File: config.mk
export PLATFORM = sky130hd
export DESIGN_NAME = counter_sequencer
export DESIGN_NICKNAME = d
export VERILOG_FILES = /design/src/rtl/counter_sequencer.sv
export SDC_FILE = /design/constraint.sdc
export NUM_CORES = 1
export LEC_CHECK = 0
export CAP_MARGIN = 20
export CORE_ASPECT_RATIO = 1.25
export CORE_MARGIN = 4
export CORE_UTILIZATION = 40
export DETAILED_ROUTE_END_ITERATION = 12
export PLACE_DENSITY = 0.63
export SLEW_MARGIN = 0
export SYNTH_ARGS = -nofsm -noshare
export SYNTH_HDL_FRONTEND = slang
export SYNTH_SLANG_ARGS = --single-unit
File: constraint.sdc
create_clock -name clk -period 5 [get_ports clk]
set_input_delay 1 -clock clk [delete_from_list [all_inputs] [get_ports clk]]
set_output_delay 1 -clock clk [all_outputs]
set_load 0.01 [all_outputs]
File: src/rtl/counter_sequencer.sv
// counter_sequencer: accepts queued commands and drives the 8-bit step counter's
// control inputs cycle-exactly (preload, run N steps, hold N cycles, seek target).
module counter_sequencer #(
    parameter int FIFO_DEPTH = 4,
    parameter int LEN_W      = 12
) (
    input  logic                        clk,
    input  logic                        reset,
    input  logic                        cmd_valid,
    output logic                        cmd_ready,
    input  logic [1:0]                  cmd_op,
    input  logic                        cmd_dir,
    input  logic [7:0]                  cmd_data,
    input  logic [3:0]                  cmd_incr,
    input  logic [LEN_W-1:0]            cmd_len,
    input  logic                        abort,
    output logic                        cnt_enable,
    output logic                        cnt_updn,
    output logic                        cnt_preload,
    output logic [7:0]                  cnt_pl_data,
    output logic [3:0]                  cnt_incr,
    input  logic [7:0]                  cnt_cout,
    output logic                        busy,
    output logic                        done,
    output logic [1:0]                  done_status,
    output logic [$clog2(FIFO_DEPTH):0] fifo_level
);

    localparam int PTR_W = $clog2(FIFO_DEPTH);
    localparam int LVL_W = PTR_W + 1;

    localparam logic [1:0] OP_LOAD = 2'd0;
    localparam logic [1:0] OP_RUN  = 2'd1;
    localparam logic [1:0] OP_HOLD = 2'd2;

    localparam logic [1:0] ST_OK      = 2'd0;
    localparam logic [1:0] ST_HIT     = 2'd1;
    localparam logic [1:0] ST_TIMEOUT = 2'd2;
    localparam logic [1:0] ST_ABORT   = 2'd3;

    typedef struct packed {
        logic [1:0]       op;
        logic             dir;
        logic [7:0]       data;
        logic [3:0]       incr;
        logic [LEN_W-1:0] len;
    } cmd_t;

    typedef enum logic [2:0] {
        S_IDLE, S_LOAD, S_RUN, S_HOLD, S_SEEK_EVAL, S_SEEK_RUN
    } state_t;

    cmd_t             fifo_mem [FIFO_DEPTH];
    logic [PTR_W-1:0] wr_ptr, rd_ptr;
    logic [LVL_W-1:0] count;
    logic             push, pop, empty;
    cmd_t             head, cmd_in;

    state_t           state, state_n;
    logic [LEN_W-1:0] rem, rem_n;
    logic             cur_dir;
    logic [7:0]       cur_data;
    logic [3:0]       cur_incr;
    logic [LEN_W-1:0] cur_len;
    logic [7:0]       predicted;
    logic             last;

    logic             enable_n, updn_n, preload_n, done_n;
    logic [7:0]       pl_data_n;
    logic [3:0]       incr_n;
    logic [1:0]       status_n;

    assign cmd_ready  = (count != LVL_W'(FIFO_DEPTH)) && !abort && !reset;
    assign push       = cmd_valid && cmd_ready;
    assign empty      = (count == '0);
    assign head       = fifo_mem[rd_ptr];
    assign cmd_in     = '{op: cmd_op, dir: cmd_dir, data: cmd_data, incr: cmd_incr, len: cmd_len};
    assign fifo_level = count;
    assign busy       = (state != S_IDLE) || !empty;
    assign predicted  = cur_dir ? (cnt_cout - {4'd0, cur_incr}) : (cnt_cout + {4'd0, cur_incr});

    // Command storage; contents need no reset because the pointers define validity
    always_ff @(posedge clk) begin
        if (push) begin
            fifo_mem[wr_ptr] <= cmd_in;
        end
    end

    // Queue pointers and occupancy; abort flushes the queue along with reset
    always_ff @(posedge clk) begin
        if (reset || abort) begin
            wr_ptr <= '0;
            rd_ptr <= '0;
            count  <= '0;
        end else begin
            if (push) begin
                wr_ptr <= wr_ptr + PTR_W'(1);
            end
            if (pop) begin
                rd_ptr <= rd_ptr + PTR_W'(1);
            end
            case ({push, pop})
                2'b10:   count <= count + LVL_W'(1);
                2'b01:   count <= count - LVL_W'(1);
                default: count <= count;
            endcase
        end
    end

    // Next state, next registered controls and completion reporting
    always_comb begin
        state_n   = state;
        rem_n     = rem;
        pop       = 1'b0;
        last      = 1'b0;
        enable_n  = 1'b0;
        updn_n    = 1'b0;
        preload_n = 1'b0;
        pl_data_n = 8'd0;
        incr_n    = 4'd0;
        done_n    = 1'b0;
        status_n  = ST_OK;

        unique case (state)
            S_IDLE: begin
                last = 1'b1;
            end
            S_LOAD: begin
                last   = 1'b1;
                done_n = 1'b1;
            end
            S_RUN, S_HOLD: begin
                if (rem <= LEN_W'(1)) begin
                    last   = 1'b1;
                    done_n = 1'b1;
                end else begin
                    rem_n = rem - LEN_W'(1);
                    if (state == S_RUN) begin
                        enable_n = 1'b1;
                        updn_n   = cur_dir;
                        incr_n   = cur_incr;
                    end
                end
            end
            S_SEEK_EVAL: begin
                if (cnt_cout == cur_data) begin
                    last     = 1'b1;
                    done_n   = 1'b1;
                    status_n = ST_HIT;
                end else if (cur_len == '0) begin
                    last     = 1'b1;
                    done_n   = 1'b1;
                    status_n = ST_TIMEOUT;
                end else begin
                    state_n  = S_SEEK_RUN;
                    rem_n    = cur_len;
                    enable_n = 1'b1;
                    updn_n   = cur_dir;
                    incr_n   = cur_incr;
                end
            end
            S_SEEK_RUN: begin
                if (predicted == cur_data) begin
                    last     = 1'b1;
                    done_n   = 1'b1;
                    status_n = ST_HIT;
                end else if (rem == LEN_W'(1)) begin
                    last     = 1'b1;
                    done_n   = 1'b1;
                    status_n = ST_TIMEOUT;
                end else begin
                    rem_n    = rem - LEN_W'(1);
                    enable_n = 1'b1;
                    updn_n   = cur_dir;
                    incr_n   = cur_incr;
                end
            end
            default: begin
                state_n = S_IDLE;
            end
        endcase

        if (last) begin
            if (!empty) begin
                pop   = 1'b1;
                rem_n = head.len;
                case (head.op)
                    OP_LOAD: begin
                        state_n   = S_LOAD;
                        preload_n = 1'b1;
                        pl_data_n = head.data;
                    end
                    OP_RUN: begin
                        state_n = S_RUN;
                        if (head.len != '0) begin
                            enable_n = 1'b1;
                            updn_n   = head.dir;
                            incr_n   = head.incr;
                        end
                    end
                    OP_HOLD: begin
                        state_n = S_HOLD;
                    end
                    default: begin
                        state_n = S_SEEK_EVAL;
                    end
                endcase
            end else begin
                state_n = S_IDLE;
            end
        end

        if (abort) begin
            state_n   = S_IDLE;
            pop       = 1'b0;
            enable_n  = 1'b0;
            updn_n    = 1'b0;
            preload_n = 1'b0;
            pl_data_n = 8'd0;
            incr_n    = 4'd0;
            done_n    = (state != S_IDLE);
            status_n  = ST_ABORT;
        end
    end

    // State, remaining-cycle count, active command fields and registered outputs
    always_ff @(posedge clk) begin
        if (reset) begin
            state       <= S_IDLE;
            rem         <= '0;
            cur_dir     <= 1'b0;
            cur_data    <= 8'd0;
            cur_incr    <= 4'd0;
            cur_len     <= '0;
            cnt_enable  <= 1'b0;
            cnt_updn    <= 1'b0;
            cnt_preload <= 1'b0;
            cnt_pl_data <= 8'd0;
            cnt_incr    <= 4'd0;
            done        <= 1'b0;
            done_status <= 2'd0;
        end else begin
            state       <= state_n;
            rem         <= rem_n;
            if (pop) begin
                cur_dir  <= head.dir;
                cur_data <= head.data;
                cur_incr <= head.incr;
                cur_len  <= head.len;
            end
            cnt_enable  <= enable_n;
            cnt_updn    <= updn_n;
            cnt_preload <= preload_n;
            cnt_pl_data <= pl_data_n;
            cnt_incr    <= incr_n;
            done        <= done_n;
            done_status <= done_n ? status_n : 2'd0;
        end
    end

endmodule
* Word-level counts from Yosys, hierarchy flattened
Memory sizes are Yosys's and may differ from the RTL's. A register that Yosys moved wholly into a read port is not among the register bits. Cells that the tools add are included.
Cells by class: $add $sub $neg 7, multiply operators 0, divide/modulo/power cells 0, $lt $le $gt $ge 1, equality and inequality tests 16, shift operators 0, multiplexer cells 71, bitwise operators 3, reductions and logical operators 23
Operator list (number):
- $mux W12 | 7
- $mux W4 | 10
- $pmux W12 S3 | 1
- $mux W1 | 32
- $eq A8 B8 Y1 | 2
- $mux W2 | 7
- $eq A12 B1 Y1 const B | 1
- $le A12 B1 Y1 const B | 1
- $logic_not A12 Y1 | 1
- $mux W3 | 4
- $pmux W3 S2 | 2
- $pmux W4 S3 | 1
- $reduce_bool A12 Y1 | 1
- $sub A12 B1 Y12 const B | 1
- $reduce_or A5 Y1 | 2
- $ne A3 B3 Y1 const B | 3
- $pmux W3 S3 | 1
- $add A8 B4 Y8 | 1
- $mux W8 | 1
- $pmux W1 S4 | 2
- $reduce_or A2 Y1 | 4
- $sub A8 B4 Y8 | 1
- $eq A3 B2 Y1 const B | 2
- $eq A3 B3 Y1 const B | 2
- 19 further kinds | 31
Word-level totals: bits in registers 65, latch bits 0, bits in writable memories 108, ROM bits 0, input port bits 39, output and inout port bits 23, logic and storage cells 138, memories 1
Memories:
- fifo_mem | words 4, bits a word 27, rd ports 1, clocked after Yosys merged registers in 1, wr ports 1, RTL line 53 | cmd_t fifo_mem [FIFO_DEPTH];

* Longest topological paths before layout
depth in word-level cells 9, mapped depth 18, depth with buffers taken out 17

* Worst setup path after synthesis
OpenSTA, ideal clock, no wires.
path kind input-to-reg, start input cnt_cout[0], end register count[2], in the netlist fifo_level[2], library setup time 71 ps, arrival time 4094 ps, data required time 4929 ps, setup slack 836 ps, stages on the path 16, path buffers 1, cells stage by stage inv_1 -> ha_1 -> fa_1 -> xnor2_1 -> xnor2_1 -> nand3_1 -> nor4_2 -> nand4_1 -> a311oi_2 -> buf_2 -> ha_1 -> inv_1 -> fa_1 -> xor2_1 -> or3_1 -> a21oi_1
On the way: word-level cells in the longest chain between the ends 9, elaborated cells on any way between the ends 14, those cells by class add/sub (2); eq/ne (4); mux (7); reduce/logical (1)
RTL lines:
- start: declaration | RTL line 22 | input logic [7:0] cnt_cout,
- $add A8 B4 Y8 / $sub A8 B4 Y8 (equally long branches) | RTL line 80 | assign predicted = cur_dir ? (cnt_cout - {4'd0, cur_incr}) : (cnt_cout + {4'd0, cur_incr});
- $mux W8 | RTL line 80
- $eq A8 B8 Y1 | RTL line 163 | if (predicted == cur_data) begin
- $mux W1 | RTL line 163
- $pmux W1 S4 (*) | RTL line 124 | unique case (state)
- $mux W1 (*) | RTL line 183 | if (last) begin
- $mux W1 (*) | RTL line 213 | if (abort) begin
- via pop | RTL line 56 | logic push, pop, empty;
- $eq A2 B1 Y1 / $eq A2 B2 Y1 (equally long branches) | RTL line 102 | case ({push, pop})
- $pmux W3 S2 / $reduce_bool A2 Y1 (equally long branches)
- end signal: assignment | RTL line 103 | 2'b10: count <= count + LVL_W'(1);
- end signal: assignment | RTL line 104 | 2'b01: count <= count - LVL_W'(1);
- end signal: assignment | RTL line 105 | default: count <= count;
- end: declaration | RTL line 55 | logic [LVL_W-1:0] count;
Mark *: on every way through the listed nets, which the timed path passes. The rest lies on a longest branch. A chain may end at the register's enable or synchronous reset.

* Worst setup path in the final report
start input cnt_cout[0], end register count[2], in the netlist fifo_level[2]
On the way: word-level cells in the longest chain between the ends 9, elaborated cells on any way between the ends 14, those cells by class add/sub (2); eq/ne (4); mux (7); reduce/logical (1)
RTL lines (RTL line):
- $add A8 B4 Y8 / $sub A8 B4 Y8 (equally long branches) | 80
- $mux W8 | 80
- $eq A8 B8 Y1 | 163
- $mux W1 | 163
- $pmux W1 S4 (*) | 124
- $mux W1 (*) | 183
- $mux W1 (*) | 213
- $eq A2 B1 Y1 / $eq A2 B2 Y1 (equally long branches) | 102
- $pmux W3 S2 / $reduce_bool A2 Y1 (equally long branches)
Every way passes the cells marked *; elsewhere a longest branch is shown, timed or not.

==> results.yml <==
worst_hold_path:
  min_path_type: "reg -> reg"
sta:
  finalClockSkew_ns: 0.007973
  hold_ws_ns: 0.4989
  rsz0062_at_grt: "no"
  finalCritPeriodShare: 0.9159
  fin_crit_ns: 4.580
  slew_headroom: 0.4463
  tightest_slew_ns: 0.8243
  finalHoldViolations: 0
  fin_ws_ns: 0.4204
  fmax_ghz: 0.2184
  slew_viol_final: 0
  finalSetupViolCount: 0
  setup_tns_ns: 0
clocking:
  cts_buffers: 17
  postCtsSetupBuffers: 0
  insertion_delay_ns: 0.42
  path_clk_slew_ns: 0.06
  ctsHoldBuffers: 0
  h-tree-depth: 4
  numClockSinks: 175
  cts_buffer_depth: 2
  cts_root_buf: "clkbuf_16"
  cts_tree: "yes"
  ctsResizeCount: 0
yosys:
  synth-edff-count: 108
  yosysSeqAreaShare: 0.5984
  yosysUniqueCellTypes: 61
  ys_ff_latch: 175
  yosysWarnings: 0
  syn_avg_cell_area_um2: 12.62
  synth_flop_cell: "edfxtp_1"
  synth_cells: 607
  async_flop_share: 0
  synth.top_cells.by_area: "edfxtp_1, dfxtp_1, mux4_2"
  synth_nets: 667
  synth_top_area_frac: 0.4233
  netlist_area_um2: 7661
  synth_top_area_cell: "edfxtp_1"
drt:
  drt-total-wl_mm: 16.63
  top_layer: "met4"
  routed-wl-met2_mm: 8.634
  ant_nets: 0
  drt-initial-drc-count: 260
  wl_met3_um: 587
  drt-wirelength-per-cell_um: 18.09
  first_pass_iters: 5
  vias_per_cell: 5.519
  drc: 0
  vias: 5072
  m1WireLength_mm: 7.005
die:
  coreArea_um2: 18780
  initial_utilization: 0.4080
  die_area_um2: 21440
  pin_count: 62
  die_w_um: 131.8
  die_y_um: 162.7
  rows: 56
critical_path:
  cp-end-kind: "flip-flop"
  critPathTopFamily: "adder cells"
  crit_chain: "clkdlybuf4s50_1 > inv_1 > ha_1 > fa_1 > xnor2_1 > xnor2_1 > nand3_1 > nor4_2 > nand4_1 > a311oi_4 > ha_1 > inv_1 > fa_1 > xor2_1 > or3_1 > a21oi_1"
  cp_data_arrival_time_ns: 4.92
  required_ns: 5.34
  critPathMaxStageDelay_ns: 0.49
  critical_path_class: "in -> reg"
  path_max_fanout: 3
  worst-path-buf-inv: 3
  crit_path_start_kind: "input pin"
  worst_path_max_delay_cell: "clkdlybuf4s50_1"
job:
  max_cap_violations: 0
global_route:
  grtUsageTotal: 0.1605
  grt_pass1_vias: 5286
  grt_antenna_before_repair: 0
  grt_remaining_overflow: 0
  grt_max_degree: 42
  grt_pass1_wl_mm: 27.16
place:
  dp.final_hpwl_mm: 11.82
  dp.cells: 886
  place_ws_ns: 0.02362
  placed_cell_area_um2: 8556
  port_buffers: 61
  finalWeightedCongestion: 0.8720
finish:
  synthToLayoutAreaGrowth_pct: 19.34
  nets: 734
  instances_no_fill: 919
  final_design_area_no_fill_um2: 9143
  final_cell_mix: "edfxtp_1, dfxtp_1, clkdlybuf4s50_1, a21oi_1, nand2_1"
  antenna_cells: 0
  final_layout_size_suffix_gt1_frac: 0.1237
  final_common_cell: "edfxtp_1"
outcome:
  status: "finished, final reports clean"
power_and_ir_drop:
  p_leak_nw: 3.035
  power_per_cell_area_nw_per_um2: 333.3
  irDropWorstVdd_mv: 0.2113
[kinds of logic (layout without fill, tap and decap cells)]
kind of cell,Yosys count,in the layout,share of synthesized area
AOI/OAI and AO/OA,143,143,0.1163
xor gates and xnor gates,26,26,0.02972
adders and majority gates,21,21,0.03626
buffers and inverters,54,134,0.03005
DFF,175,175,0.5984
muxes,30,30,0.08346
and+or+nand+nor,158,158,0.1058
[flip-flops by register name (all words and copies together), names as in the netlist, 2 cells and up, named ones only]
name	flops
fifo_mem	108
cur_len	12
rem	12
cnt_pl_data	8
cur_data	8
cnt_incr	4
cur_incr	4
fifo_level	3
state	3
done_status	2
rd_ptr	2
wr_ptr	2
[worst reg2reg max path: stages (launching register included)]
cell	delay, ns
dfxtp_1	0.44
inv_1	0.07
ha_1	0.28
mux2_2	0.31
fa_1	0.43
xnor2_1	0.21
xnor2_1	0.14
nand3_1	0.11
nor4_2	0.32
nand4_1	0.24
a311oi_4	0.38
ha_1	0.25
inv_1	0.07
fa_1	0.38
xor2_1	0.16
or3_1	0.32
a21oi_1	0.17
[metrics by stage]
step | utilization | power, mW
global placement | 0.4556 | 1.822
global route | 0.4869 | 3.156
floorplan | - | 1.739
CTS | 0.4854 | 3.075
finish | 0.4869 | 3.047
detailed placement | 0.4556 | 1.827
[metal layers]
| layer | vias to the layer above | track usage |
|---|---|---|
| met5 | - | 0 |
| met4 | 0 | 0.06925 |
| met3 | 28 | 0.03430 |
| met2 | 144 | 0.2867 |
| met1 | 2484 | 0.1871 |
| li1 | 2416 | - |
[power by group]
part / switching (mW) / internal [mW] / leakage (nW) / total [mW]
registers: 0.0148 / 1.55 / 1.52 / 1.56
logic: 0.130 / 0.104 / 1.25 / 0.234
clock network: 0.553 / 0.697 / 0.269 / 1.25
total: 0.698 / 2.35 / 3.03 / 3.05
[synthesized netlist by cell type, types with 5 or more instances]
cell type and count:
edfxtp_1 108, dfxtp_1 67, a21oi_1 52, nand2_1 51
nor2_1 38, inv_1 27, mux4_2 27, o21ai_1 25
ha_1 19, xnor2_1 15, clkbuf_1 13, xor2_1 11
a31oi_1 10, buf_2 10, nor2b_1 10, nand3_1 9
o21ai_0 9, nor4_1 8, a22o_1 6, a211oi_1 5
and3_1 5, nand2b_1 5, nand4_1 5, o21bai_1 5
[path summary, 6_finish.rpt]
check	from	to	slack, ns	depth (start not counted)
worst max register to register	cur_incr[0]	fifo_level[2]	0.65	16
worst min-delay path	cur_data[7]	cur_data[7]	0.50	2
worst min register to register	cur_data[7]	cur_data[7]	0.50	2
worst max-delay path	cnt_cout[0]	fifo_level[2]	0.42	16
[final cells by class]
| type | instances | area, um^2 |
|---|---|---|
| Fill cell | 1637 | 9635 |
| Sequential cell | 175 | 4586 |
| Multi-Input combinational cell | 378 | 2858 |
| Timing Repair Buffer | 75 | 748.2 |
| Clock buffer | 19 | 432.9 |
| Tap cell | 232 | 290.3 |
| Clock inverter | 13 | 126.4 |
| Inverter | 27 | 101.3 |
Note: power is estimated with default switching activity, not from simulation.
